`config.mk`:
```
export PLATFORM = sky130hd
export DESIGN_NAME = uart_nbytes_tx
export DESIGN_NICKNAME = d
export VERILOG_FILES = /design/src/rtl/uart_nbytes_tx_pkg.sv /design/src/rtl/uart_nbytes_tx_byte_tx.sv /design/src/rtl/uart_nbytes_tx.sv
export SDC_FILE = /design/constraint.sdc
export NUM_CORES = 1
export LEC_CHECK = 0
export CORE_ASPECT_RATIO = 0.75
export CORE_MARGIN = 3
export CORE_UTILIZATION = 46
export DETAILED_ROUTE_END_ITERATION = 8
export HOLD_SLACK_MARGIN = 0.15
export MAX_ROUTING_LAYER = met4
export PLACE_DENSITY = 0.7
export SLEW_MARGIN = 20
export SYNTH_ARGS = -nofsm -noshare
export SYNTH_HDL_FRONTEND = slang
export SYNTH_SLANG_ARGS = --single-unit
```
`constraint.sdc`:
```
create_clock -name clk -period 4.35 [get_ports clk]
set_input_delay 0.87 -clock clk [delete_from_list [all_inputs] [get_ports clk]]
set_output_delay 0.87 -clock clk [all_outputs]
set_load 0.03 [all_outputs]
```
`src/rtl/uart_nbytes_tx_pkg.sv`:
```
// rtl/uart_nbytes_tx_pkg.sv - shared state encodings and line constants for uart_nbytes_tx
// Purpose: FSM state type and UART line idle level used by the frame sender and byte sender.
package uart_nbytes_tx_pkg;

  typedef enum logic [2:0] {
    ST_IDLE = 3'd0,
    ST_TRIG = 3'd1,
    ST_WAIT = 3'd2,
    ST_GAP  = 3'd3,
    ST_FIN  = 3'd4
  } state_e;

  localparam logic UART_IDLE_LEVEL = 1'b1;

endpackage

```
`src/rtl/uart_nbytes_tx_byte_tx.sv`:
```
// rtl/uart_nbytes_tx_byte_tx.sv - single-byte 8N1 UART serialiser (uart_byte_tx)
// Purpose: sends one byte per pulse, LSB first, one start and one stop bit.
// Ports: clk, rst (async, active-high), speed (clk cycles per bit), tx_data, pulse (accepted
//        when not busy), tx (serial line), tx_busy (high from the pulse edge to the end of stop bit).
module uart_byte_tx
  import uart_nbytes_tx_pkg::*;
(
  input  logic        clk,
  input  logic        rst,
  input  logic [19:0] speed,
  input  logic [7:0]  tx_data,
  input  logic        pulse,
  output logic        tx,
  output logic        tx_busy
);

  logic        busy_q, busy_d;
  logic        tx_q, tx_d;
  logic [9:0]  shift_q, shift_d;
  logic [3:0]  bit_q, bit_d;
  logic [19:0] baud_q, baud_d;
  logic        baud_tick;

  // Bit period ends after 'speed' cycles; a divisor of 0 behaves like 1.
  assign baud_tick = ({1'b0, baud_q} + 21'd1) >= {1'b0, speed};

  always_comb begin
    busy_d  = busy_q;
    tx_d    = tx_q;
    shift_d = shift_q;
    bit_d   = bit_q;
    baud_d  = baud_q;
    if (!busy_q) begin
      if (pulse) begin
        busy_d  = 1'b1;
        shift_d = {1'b1, tx_data, 1'b0};
        tx_d    = 1'b0;
        bit_d   = 4'd0;
        baud_d  = 20'd0;
      end
    end else if (baud_tick) begin
      baud_d = 20'd0;
      // Bit 9 is the stop bit: busy drops only once it has been fully driven.
      if (bit_q == 4'd9) begin
        busy_d = 1'b0;
        tx_d   = UART_IDLE_LEVEL;
      end else begin
        bit_d   = bit_q + 4'd1;
        shift_d = {1'b1, shift_q[9:1]};
        tx_d    = shift_q[1];
      end
    end else begin
      baud_d = baud_q + 20'd1;
    end
  end

  always_ff @(posedge clk or posedge rst) begin
    if (rst) begin
      busy_q  <= 1'b0;
      tx_q    <= UART_IDLE_LEVEL;
      shift_q <= '1;
      bit_q   <= 4'd0;
      baud_q  <= 20'd0;
    end else begin
      busy_q  <= busy_d;
      tx_q    <= tx_d;
      shift_q <= shift_d;
      bit_q   <= bit_d;
      baud_q  <= baud_d;
    end
  end

  assign tx      = tx_q;
  assign tx_busy = busy_q;

endmodule

```
`src/rtl/uart_nbytes_tx.sv`:
```
// rtl/uart_nbytes_tx.sv - multi-byte UART frame transmitter
// Purpose: accepts 1..MAX_BYTES bytes on start/ready and sends them back-to-back through one
//          uart_byte_tx, in selectable byte order, with an optional idle gap between bytes.
// Ports: clk, reset (async, active-low), speed, bytes2send, bytes_num, start, abort (in);
//        ready, tx, tx_busy, done (1-cycle end-of-frame pulse), bytes_sent (out).
module uart_nbytes_tx
  import uart_nbytes_tx_pkg::*;
#(
  parameter  int MAX_BYTES  = 8,
  parameter  bit MSB_FIRST  = 1'b1,
  parameter  int GAP_CYCLES = 0,
  localparam int CNT_W      = $clog2(MAX_BYTES + 1)
) (
  input  logic                   clk,
  input  logic                   reset,
  input  logic [19:0]            speed,
  input  logic [8*MAX_BYTES-1:0] bytes2send,
  input  logic [CNT_W-1:0]       bytes_num,
  input  logic                   start,
  input  logic                   abort,
  output logic                   ready,
  output logic                   tx,
  output logic                   tx_busy,
  output logic                   done,
  output logic [CNT_W-1:0]       bytes_sent
);

  localparam int PTR_W = (MAX_BYTES > 1) ? $clog2(MAX_BYTES) : 1;
  localparam int GAP_W = (GAP_CYCLES > 1) ? $clog2(GAP_CYCLES) : 1;

  state_e                 state_q, state_d;
  logic [8*MAX_BYTES-1:0] shadow_q, shadow_d;
  logic [PTR_W-1:0]       ptr_q, ptr_d;
  logic [CNT_W-1:0]       remaining_q, remaining_d;
  logic [CNT_W-1:0]       bytes_sent_q, bytes_sent_d;
  logic [GAP_W-1:0]       gap_q, gap_d;
  logic                   tx_busy_q, tx_busy_d;
  logic                   ready_q, ready_d;
  logic                   abort_q, abort_d;
  logic                   send_byte_q, send_byte_d;
  logic [7:0]             byte2send_q, byte2send_d;
  logic                   busy_d1_q, busy_d2_q;

  logic                   byte_busy;
  logic                   busy_fall;
  logic                   abort_eff;
  logic [CNT_W-1:0]       n_clamp;

  assign n_clamp   = (bytes_num > CNT_W'(MAX_BYTES)) ? CNT_W'(MAX_BYTES) : bytes_num;
  // History starts at 00 after every byte, so a stale 10 can never be seen before busy rises.
  assign busy_fall = busy_d2_q & ~busy_d1_q;
  // An abort arriving in the deciding cycle is honoured as if already latched.
  assign abort_eff = abort_q | abort;

  always_comb begin
    state_d      = state_q;
    shadow_d     = shadow_q;
    ptr_d        = ptr_q;
    remaining_d  = remaining_q;
    bytes_sent_d = bytes_sent_q;
    gap_d        = gap_q;
    tx_busy_d    = tx_busy_q;
    ready_d      = ready_q;
    abort_d      = abort_q | abort;
    send_byte_d  = 1'b0;
    byte2send_d  = byte2send_q;
    done         = 1'b0;
    case (state_q)
      ST_IDLE: begin
        abort_d = 1'b0;
        if (start && (bytes_num != '0)) begin
          shadow_d     = bytes2send;
          remaining_d  = n_clamp;
          ptr_d        = MSB_FIRST ? PTR_W'(n_clamp - CNT_W'(1)) : '0;
          bytes_sent_d = '0;
          tx_busy_d    = 1'b1;
          ready_d      = 1'b0;
          state_d      = ST_TRIG;
        end
      end
      ST_TRIG: begin
        byte2send_d = shadow_q[8*int'(ptr_q) +: 8];
        send_byte_d = 1'b1;
        // Step only while another byte follows, so ptr stays inside 0..n-1.
        if (remaining_q > CNT_W'(1)) begin
          ptr_d = MSB_FIRST ? ptr_q - PTR_W'(1) : ptr_q + PTR_W'(1);
        end
        state_d = ST_WAIT;
      end
      ST_WAIT: begin
        if (busy_fall) begin
          bytes_sent_d = bytes_sent_q + CNT_W'(1);
          if (remaining_q != '0) begin
            remaining_d = remaining_q - CNT_W'(1);
          end
          if ((remaining_q <= CNT_W'(1)) || abort_eff) begin
            state_d = ST_FIN;
          end else if (GAP_CYCLES > 0) begin
            gap_d   = GAP_W'(GAP_CYCLES - 1);
            state_d = ST_GAP;
          end else begin
            state_d = ST_TRIG;
          end
        end
      end
      ST_GAP: begin
        if (gap_q == '0) begin
          state_d = abort_eff ? ST_FIN : ST_TRIG;
        end else begin
          gap_d = gap_q - GAP_W'(1);
        end
      end
      ST_FIN: begin
        done      = 1'b1;
        tx_busy_d = 1'b0;
        ready_d   = 1'b1;
        state_d   = ST_IDLE;
      end
      default: begin
        state_d = ST_IDLE;
      end
    endcase
  end

  always_ff @(posedge clk or negedge reset) begin
    if (!reset) begin
      state_q      <= ST_IDLE;
      shadow_q     <= '0;
      ptr_q        <= '0;
      remaining_q  <= '0;
      bytes_sent_q <= '0;
      gap_q        <= '0;
      tx_busy_q    <= 1'b0;
      ready_q      <= 1'b1;
      abort_q      <= 1'b0;
      send_byte_q  <= 1'b0;
      byte2send_q  <= 8'd0;
      busy_d1_q    <= 1'b0;
      busy_d2_q    <= 1'b0;
    end else begin
      state_q      <= state_d;
      shadow_q     <= shadow_d;
      ptr_q        <= ptr_d;
      remaining_q  <= remaining_d;
      bytes_sent_q <= bytes_sent_d;
      gap_q        <= gap_d;
      tx_busy_q    <= tx_busy_d;
      ready_q      <= ready_d;
      abort_q      <= abort_d;
      send_byte_q  <= send_byte_d;
      byte2send_q  <= byte2send_d;
      busy_d1_q    <= byte_busy;
      busy_d2_q    <= busy_d1_q;
    end
  end

  uart_byte_tx u_byte_tx (
    .clk     (clk),
    .rst     (~reset),
    .speed   (speed),
    .tx_data (byte2send_q),
    .pulse   (send_byte_q),
    .tx      (tx),
    .tx_busy (byte_busy)
  );

  assign ready      = ready_q;
  assign tx_busy    = tx_busy_q;
  assign bytes_sent = bytes_sent_q;

endmodule

```
==> summary by stage <==
Status
The run finished with clean final reports.

Floorplan
The count of standard-cell rows is 37. For this configuration, the core starts out at a cell density of 0.476. The vertical extent of the die is between 100 and 150 µm.

The number of primary I/O pins is 100. The floorplan die width is roughly 140 µm. The core region is roughly 14000 µm². The floorplan step defined a die boundary enclosing ~16000 µm².

Cells and area
The number of cells in the finished layout apart from fillers is ~840. In the final layout, the share of cells above drive strength 1 is 0.221. The area overhead of the layout relative to synthesis is 26.2%.

The net total in the final layout is roughly 770. The number of antenna diodes in the final layout is 0. The final-layout fill cell count is roughly 1100. The utilization of the core after routing is 0.600.

Yosys
Counting flops with an async set or reset pin after synthesis yields a share of 1.00. The top cell type's share of synthesized area is 0.439. Sorting the synthesized cells by area gives the leading types as dfrtp_1, mux2_2, mux4_2, ha_1, dfstp_2. The synthesized area per cell is ~12 µm². The proportion of synthesized chip area in sequential cells is 0.479. Counting flops and latches in the post-synthesis netlist gives 126.

Among all flip-flop cells after synthesis, the most frequent one is dfrtp_1. Yosys mapped a number of flops with a built-in enable equal to 0. The cell accounting for the most synthesized area is dfrtp_1. The area of the mapped netlist is 6610 µm². The most common cell in the synthesized netlist is dfrtp_1. Yosys mapped the design onto between 50 and 60 distinct sky130hd cell types. The count of synthesis-stage warnings from yosys is 0. The commonest cells after synthesis are dfrtp_1, mux2_2, nand2_1. The synthesized instance count is roughly 560.

Counting every net in the synthesized netlist gives 676.

Clock tree
The number of buffers between clock root and the deepest sink is 2. The H-tree depth reported by CTS is 4. The clock drives between 100 and 150 sinks. For this design, the CTS-stage hold fixing added 0 buffers. The post-cts resize count is 0. TritonCTS built the clock tree. The clock transition at the registers of the reported paths is about 0.060 ns. The clock insertion delay at the later pin of the skew report is ~0.42 ns. The tree is rooted in a clkbuf_16. TritonCTS created 17 clock buffers. The post-CTS repair timing setup buffer count is 0.

GRT
The all-layer global routing usage is 0.198. The first global-routing pass estimated between 20 and 25 mm of wire. The number of global-route vias before repair is around 4700. The initial antenna violation count was 0. Entering global routing, the biggest net connects 67 pins.

The sum of overflow across all layers after global routing is 0.

Worst hold path
The path class of the tightest hold or removal check is reg -> reg.

STA
The total setup violations reported at the end of the flow is 0. The number of pins with negative max-slew slack in the final report is 0. The hold slack is 0.386 ns. The final total negative setup slack is 0 ns. Headroom to the max-slew limit came out at 0.447. The top achievable clock speed is 267 MHz. The setup skew after layout is slightly above 0.008 ns. The worst path in the final design needs a cycle of approximately 3.7 ns, including I/O delays and setup. Setup repair after global routing left no endpoint under its margin. The actual slew at the worst max-slew pin is 0.829 ns.

In the finished design, the share of the clock period the worst path needs comes to 0.860. The total count of hold-check failures in the final report came to 0.

Placement
The final weighted congestion of routability-driven global placement is 0.901. The count of input and output buffers is 99. Detailed placement ended at an HPWL of about 10 mm.

Once placement completed, the tool counted placed cells totaling slightly above 800.

Worst setup path
The critical path is of the reg -> reg type. The critical path data required time is 4.66 ns. The category of the worst setup path launch point is a register.

STA puts the critical path data arrival time at between 4 and 5 ns. The endpoint type of the worst setup path is a register. Along the worst path, the maximum fanout reaches 16.

Route
Dividing the detail-routed via count by the number of cells gives approximately 5.5. After detailed routing, the average wire length per cell comes to about 17 µm. For this run, design rule violations remaining after detail routing come to 0. The first detailed-routing pass ran for 5 iterations. In this run, the number of DRC markers left after iteration 0 of detailed routing was 230. The number of routed nets with antenna violations is 0. Across all layers, the routed design uses 4624 vias. The sum of routed wire length over all layers is between 10 and 15 mm.

Power
The total chip power is roughly 5.5 mW. The worst-case IR drop observed on VDD is around 0.0004 V. The total power density per cell area is 664 nW/µm². The analysis attributes to cell leakage a power of around 3.7 nW.

Job
The number of max-capacitance violations reported is 0.
## where the power goes
part / total, mW / switching (mW) / leakage (nW) / internal, mW
registers: 2.11 / 0.407 / 1.49 / 1.70
logic: 1.99 / 0.898 / 1.89 / 1.09
clock network: 1.43 / 0.563 / 0.292 / 0.869
## final timing paths
| check | start | cells past startpoint | to | slack [ns] |
|---|---|---|---|---|
| worst max-delay path | u_byte_tx.baud_q[6]$_DFFE_PN0P_ | 12 | u_byte_tx.tx$_DFFE_PN1P_ | 0.61 |
| worst min-delay path | busy_d1_q$_DFF_PN0_ | 0 | busy_d2_q$_DFF_PN0_ | 0.39 |
| worst max register to register | u_byte_tx.baud_q[6]$_DFFE_PN0P_ | 12 | u_byte_tx.tx$_DFFE_PN1P_ | 0.61 |
| worst min register to register | busy_d1_q$_DFF_PN0_ | 0 | busy_d2_q$_DFF_PN0_ | 0.39 |
| max in group asynchronous | reset | 2 | ready$_DFFE_PN1P_ | 2.94 |
| min in group asynchronous | reset | 1 | u_byte_tx.baud_q[10]$_DFFE_PN0P_ | 0.54 |
## worst max-delay path: stages, from the launching register on
cell and delay, ns:
dfrtp_1 0.45, nand4_2 0.19, nor3_1 0.39, and2_1 0.27, nand3_1 0.12, xnor2_1 0.26
ha_1 0.29, nand3_1 0.18, nor4_4 0.09, a221oi_1 0.48, nand4_4 0.39, nor4b_1 0.28
nor4_1 0.25
## state kept, by name (all words and copies together), names as in the netlist, 3 cells and up
register	flops
ptr_q	3
shadow_q	64
u_byte_tx.bit_q	4
remaining_q	4
u_byte_tx.shift_q	8
byte2send_q	8
bytes_sent	4
u_byte_tx.baud_q	20
state_q	3
## cells in the final DEF, fill, tap and decap left out, types with 4 or more instances in the layout
master and n:
o21ai_0 18, nand2_1 35, a221o_1 7, mux2_2 67
nand3_1 25, xor2_1 8, inv_1 28, dfrtp_1 116
buf_4 6, a31oi_1 5, a22o_1 15, and3_1 4
ha_1 27, nor2_1 27, inv_6 5, clkbuf_16 17
mux2i_1 18, clkdlybuf4s50_1 98, mux4_2 16, nor2b_1 4
xnor2_1 11, a21o_1 8, nor3b_1 5, clkinv_4 4
nor3_1 7, a21oi_1 27, dfstp_2 10
## logic make-up after synthesis
group                    share of synthesized area
AND/OR/NAND/NOR                              0.113
multiplexers                                 0.196
AO/OA/AOI/OAI                               0.0985
adder cells (fa/ha/maj)                     0.0511
flip-flops                                   0.479
XOR/XNOR                                    0.0252
buffers and inverters                       0.0367
## cell type report
cell class | count | area [µm²] | area share
timing repair buffer | 105 | 1050 | 0.125
clock inverter | 14 | 156 | 0.0188
tap | 175 | 219 | 0.0263
sequential | 126 | 3170 | 0.380
multi-input combinational | 375 | 3210 | 0.385
clock buffer | 18 | 439 | 0.0527
inverter | 28 | 105 | 0.0126
## per-stage QoR
step,area (µm²),setup slack (ns)
after floorplan,6610,1.20
after global placement,7740,0.920
after detailed placement,7740,0.736
after CTS,8340,0.615
after global routing,8340,0.306
final,8340,0.611
## metal layers
metal | routed length (µm) | global-route usage
met1 | 7120 | 0.279
met2 | 6640 | 0.291
met3 | 577 | 0.0504
met4 | 140 | 0.0446
met5 | 0 | -
(Power assumes the default switching activity.)
